<file path="src/rtl/dram_timing_ctrl.sv">
// DRAM strobe sequencer: turns oversampled Z80 memory/refresh cycles into per-bank RAS,
// shared CAS, address-mux select and write enable with programmable inter-strobe delays.
module dram_timing_ctrl #(
    parameter int unsigned NUM_BANKS  = 2,
    parameter int unsigned RAS_TO_MUX = 1,
    parameter int unsigned MUX_TO_CAS = 1,
    parameter int unsigned PRECHARGE  = 2,
    parameter int unsigned CNT_W      = 4
) (
    input  logic                 clk,
    input  logic                 reset,
    input  logic                 nmreq,
    input  logic                 nrd,
    input  logic                 nwr,
    input  logic                 nrfsh,
    input  logic [NUM_BANKS-1:0] nsltsl,
    output logic [NUM_BANKS-1:0] nras,
    output logic                 ncas,
    output logic                 mux,
    output logic                 nwe,
    output logic                 busy
);

    typedef enum logic [2:0] {
        StIdle,
        StRas,
        StMux,
        StCas,
        StRefresh,
        StPrecharge
    } state_e;

    localparam logic [CNT_W-1:0] RasLoad = CNT_W'(RAS_TO_MUX - 1);
    localparam logic [CNT_W-1:0] MuxLoad = CNT_W'(MUX_TO_CAS - 1);
    localparam logic [CNT_W-1:0] PreLoad = CNT_W'(PRECHARGE - 1);

    state_e               state_q, state_d;
    logic [CNT_W-1:0]     cnt_q, cnt_d;
    logic [NUM_BANKS-1:0] nras_q, nras_d;
    logic                 ncas_q, ncas_d;
    logic                 mux_q, mux_d;
    logic                 nwe_q, nwe_d;
    logic                 go_pre;

    always_comb begin
        state_d = state_q;
        cnt_d   = (cnt_q != '0) ? cnt_q - 1'b1 : cnt_q;
        nras_d  = nras_q;
        ncas_d  = ncas_q;
        mux_d   = mux_q;
        nwe_d   = nwe_q;
        go_pre  = 1'b0;

        unique case (state_q)
            StIdle: begin
                nras_d = '1;
                ncas_d = 1'b1;
                mux_d  = 1'b0;
                nwe_d  = 1'b1;
                if (!nmreq && !nrfsh) begin
                    state_d = StRefresh;
                    nras_d  = '0;
                end else if (!nmreq && (nsltsl != '1)) begin
                    // nras_q doubles as the latched bank mask for the whole access.
                    state_d = StRas;
                    nras_d  = nsltsl;
                    cnt_d   = RasLoad;
                end
            end
            StRas: begin
                if (nmreq) begin
                    go_pre = 1'b1;
                end else if (cnt_q == '0) begin
                    state_d = StMux;
                    mux_d   = 1'b1;
                    cnt_d   = MuxLoad;
                end
            end
            StMux: begin
                if (nmreq) begin
                    go_pre = 1'b1;
                end else if (cnt_q == '0) begin
                    state_d = StCas;
                    ncas_d  = nrd & nwr;
                    nwe_d   = nwr;
                end
            end
            StCas: begin
                if (nmreq) begin
                    go_pre = 1'b1;
                end else begin
                    ncas_d = nrd & nwr;
                    nwe_d  = nwr;
                end
            end
            StRefresh: begin
                if (nmreq) begin
                    go_pre = 1'b1;
                end
            end
            StPrecharge: begin
                if (cnt_q == '0) begin
                    state_d = StIdle;
                end
            end
            default: state_d = StIdle;
        endcase

        if (go_pre) begin
            state_d = StPrecharge;
            nras_d  = '1;
            ncas_d  = 1'b1;
            mux_d   = 1'b0;
            nwe_d   = 1'b1;
            cnt_d   = PreLoad;
        end
    end

    always_ff @(posedge clk) begin
        if (reset) begin
            state_q <= StIdle;
            cnt_q   <= '0;
            nras_q  <= '1;
            ncas_q  <= 1'b1;
            mux_q   <= 1'b0;
            nwe_q   <= 1'b1;
        end else begin
            state_q <= state_d;
            cnt_q   <= cnt_d;
            nras_q  <= nras_d;
            ncas_q  <= ncas_d;
            mux_q   <= mux_d;
            nwe_q   <= nwe_d;
        end
    end

    assign nras = nras_q;
    assign ncas = ncas_q;
    assign mux  = mux_q;
    assign nwe  = nwe_q;
    assign busy = (state_q != StIdle);

endmodule
</file>
<file path="config.mk">
export PLATFORM = sky130hd
export DESIGN_NAME = dram_timing_ctrl
export DESIGN_NICKNAME = d
export VERILOG_FILES = /design/src/rtl/dram_timing_ctrl.sv
export SDC_FILE = /design/constraint.sdc
export NUM_CORES = 1
export LEC_CHECK = 0
export CAP_MARGIN = 20
export CORE_MARGIN = 1
export CORE_UTILIZATION = 35
export DETAILED_ROUTE_END_ITERATION = 7
export DONT_BUFFER_PORTS = 1
export GPL_TIMING_DRIVEN = 0
export PLACE_DENSITY = 0.58
export SETUP_SLACK_MARGIN = 0.4
export SLEW_MARGIN = 25
export SYNTH_ARGS = -nofsm -noshare
export SYNTH_HDL_FRONTEND = slang
export SYNTH_SLANG_ARGS = --single-unit
</file>
<file path="constraint.sdc">
create_clock -name clk -period 2.5 [get_ports clk]
set_clock_uncertainty 0.2 [all_clocks]
set_input_delay 0.75 -clock clk [delete_from_list [all_inputs] [get_ports clk]]
set_output_delay 0.75 -clock clk [all_outputs]
set_load 0.1 [all_outputs]
</file>
==> results.sh <==
export IMPL_run_status="finished, final reports clean"
export IMPL_initial_utilization_pct=38.6
export IMPL_pin_count_of_the_biggest_net_entering_global_routing=11
export IMPL_stdcell_area_um2=841
export IMPL_drt_first_pass_iters=4
export IMPL_synth_area_leader_cell="sky130_fd_sc_hd__dfxtp_1"
export IMPL_placement_io_buffers=0
export IMPL_die_height_um=46.3
export IMPL_synthArstFlopShare_pct=0
export IMPL_cell_with_the_most_instances_after_synthesis="sky130_fd_sc_hd__dfxtp_1"
export IMPL_dpl_cell_area_um2=719
export IMPL_die_area_um2=2150
export IMPL_timing_max_cap_violations=0
export IMPL_share_of_synthesized_cell_area_in_and_or_nand_and_nor_gates_pct=24.5
export IMPL_drtAntennaViolNets=0
export IMPL_finalHoldViolations=0
export IMPL_antenna_found_initial=0
export IMPL_post_route_period_util_pct=87.3
export IMPL_adder_and_majority_gate_portion_of_the_synthesized_area_pct=3.64
export IMPL_cp_max_fo=5
export IMPL_route_detailed_wl_per_inst_um=12.9
export IMPL_yosysUniqueCellTypes=34
export IMPL_final_layout_size_suffix_gt1_share_pct=29.2
export IMPL_synthesis_area_per_instance_um2=8.60
export IMPL_rsz0062_at_grt="true"
export IMPL_row_count=15
export IMPL_post_synth_most_frequent_cells="sky130_fd_sc_hd__dfxtp_1, sky130_fd_sc_hd__a21oi_1, sky130_fd_sc_hd__nor2_1, sky130_fd_sc_hd__a31oi_1, sky130_fd_sc_hd__nand2_1"
export IMPL_synth_largest_type_area_fraction_pct=34.9
export IMPL_grt_pass1_vias=532
export IMPL_synth_top_cells_by_area="sky130_fd_sc_hd__dfxtp_1, sky130_fd_sc_hd__a21oi_1, sky130_fd_sc_hd__a31oi_1, sky130_fd_sc_hd__nor2_1, sky130_fd_sc_hd__ha_1"
export IMPL_final_critical_delay_including_setup_and_external_delays_ns=2.18
export IMPL_clk_root_buffer_cell="sky130_fd_sc_hd__clkbuf_4"
export IMPL_hp_class="register to register"
export IMPL_floorplan_die_width_um=46.3
export IMPL_mux_share_of_post_synthesis_cell_area_pct=1.45
export IMPL_grt_total_usage_pct=16.1
export IMPL_critical_path_required_ns=1.55
export IMPL_detail_route_vias_per_cell=5.29
export IMPL_setup_violations_final=0
export IMPL_crit_path_start_kind="register"
export IMPL_power_density_nw_per_um2=1350
export IMPL_residual_overflow_from_global_routing=0
export IMPL_dr_total_vias=603
export IMPL_synth_nets=90
export IMPL_synth_yosys_warnings=0
export IMPL_floorplan_io_pins=14
export IMPL_num_nets_final=100
export IMPL_netlist_instances=80
export IMPL_postCtsHoldBufs=0
export IMPL_post_route_drc_count=0
export IMPL_worst_setup_path_end_kind="primary output"
export IMPL_wirelength_um=1470
export IMPL_insertion_delay_ns=0.28
export IMPL_yosysSeqAreaShare_pct=34.9
export IMPL_combinational_family_with_the_most_area_after_synthesis="compound AO/OA/AOI/OAI gates"
export IMPL_xor_and_xnor_fraction_of_the_mapped_netlist_area_pct=1.27
export IMPL_leakage_nw=0.335
export IMPL_cp_data_arrival_time_ns=1.23
export IMPL_cts_buffers=3
export IMPL_timing_worst_setup_path_type="register to primary output"
export IMPL_floorplan_core_area_um2=1780
export IMPL_globalplace_congestion=0.773
export IMPL_slew_headroom_pct=65.1
export IMPL_initial_drc_count=11
export IMPL_areaGrowthSynthToFinish_pct=22.2
export IMPL_global_route_wire_length_before_repair_um=2370
export IMPL_synth_edf_count=0
export IMPL_clock_fmax_mhz=458
export IMPL_worstMarginPinSlew_ns=0.524
export IMPL_hpwl_um=1030
export IMPL_tritoncts_clock_tree="done"
export IMPL_mappedNetlistArea_um2=688
export IMPL_htree_num_levels=1
export IMPL_fraction_of_the_mapped_netlist_area_in_compound_gates_pct=26.7
export IMPL_clkSlewWorstSetupHoldPaths_ns=0.07
export IMPL_cts_root_to_sink_buffers=2
export IMPL_slew_viol_final=0
export IMPL_cts_sinks=12
export IMPL_setup_tns_ns=0
export IMPL_dominantRegCellSynth="sky130_fd_sc_hd__dfxtp_1"
export IMPL_yosys_register_bits=12
export IMPL_worst_vdd_ir_mv=1.07
export IMPL_num_antenna_cells=0
-- power by group --
part | internal (mW) | switching, mW | total (mW)
sequential | 0.244 | 0.131 | 0.375
clock | 0.0887 | 0.0690 | 0.158
combinational | 0.303 | 0.303 | 0.606
-- critical path: stages, from the launching register on --
cell and delay [ns]:
sky130_fd_sc_hd__dfxtp_2 0.32, sky130_fd_sc_hd__buf_6 0.11, sky130_fd_sc_hd__or3_4 0.34, sky130_fd_sc_hd__buf_12 0.18
-- cell type report --
cell class | count | area, um^2
fill | 178 | 942
timing repair buffer | 5 | 62.6
buffer | 5 | 45.0
multi-input combinational | 59 | 403
clock buffer | 4 | 36.3
tap | 25 | 31.3
inverter | 4 | 15.0
sequential | 12 | 248
-- cells in the final DEF, fill, tap and decap left out, types with 2 or more instances in the layout --
cell type                  instances
sky130_fd_sc_hd__a21oi_1           7
sky130_fd_sc_hd__nor2_1            7
sky130_fd_sc_hd__dfxtp_1           6
sky130_fd_sc_hd__dfxtp_2           6
sky130_fd_sc_hd__nand2_1           5
sky130_fd_sc_hd__a31oi_1           5
sky130_fd_sc_hd__inv_1             4
sky130_fd_sc_hd__o21ai_0           4
sky130_fd_sc_hd__buf_4             4
sky130_fd_sc_hd__o211ai_1          3
sky130_fd_sc_hd__clkbuf_4          3
sky130_fd_sc_hd__buf_2             2
sky130_fd_sc_hd__nor3_1            2
sky130_fd_sc_hd__o21ai_2           2
sky130_fd_sc_hd__nand3_1           2
sky130_fd_sc_hd__and3_1            2
sky130_fd_sc_hd__ha_1              2
-- cells by family (layout without fill, tap and decap cells) --
group	count (synthesis)	count (layout)
simple gates	29	29
mux	1	1
xor+xnor	1	1
compound gates	26	26
buf+inv	9	18
fa+ha+maj	2	2
flops	12	12
-- layer usage --
| layer | global-route usage (%) | wire length (um) |
|---|---|---|
| met5 | 0 | 0 |
| met4 | 11.2 | 45 |
| met3 | 3.53 | 48 |
| met2 | 25.3 | 697 |
| met1 | 19.3 | 673 |
-- metrics by stage --
| stage | power [mW] | instances | hold slack, ns | util (%) | setup slack (ns) |
|---|---|---|---|---|---|
| final | 1.14 | 114 | 0.320 | 47.2 | 0.317 |
| after global routing | 1.22 | 114 | 0.314 | 47.2 | 0.282 |
| after CTS | 1.10 | 112 | 0.319 | 46.3 | 0.312 |
| after detailed placement | 0.827 | 105 | 0.307 | 40.4 | 0.241 |
| after global placement | 0.820 | 105 | 0.301 | 40.4 | 0.309 |
| after floorplan | 0.754 | 80 | 0.278 | - | 0.565 |
-- worst paths after layout --
| check | from | endpoint | slack (ns) | cells past startpoint |
|---|---|---|---|---|
| max | state_q[2] | busy | 0.32 | 3 |
| min | cnt_q[1] | cnt_q[1] | 0.32 | 2 |
| max reg2reg | cnt_q[0] | cnt_q[0] | 0.54 | 8 |
| min reg2reg | cnt_q[1] | cnt_q[1] | 0.32 | 2 |
-- registers in the layout, indices dropped and copies added (netlist names) --
signal / flops
ncas: 1
state_q: 3
mux: 1
nras: 2
cnt_q: 4
nwe: 1
-- what timing repair did --
item	CTS	global route
endpoints found under the hold margin	0	0
pin swaps	1	0
cloned	1	0
resized for setup	9	0
endpoints found under the setup margin	7	2
setup buffers	2	2
(Power assumes the default switching activity.)
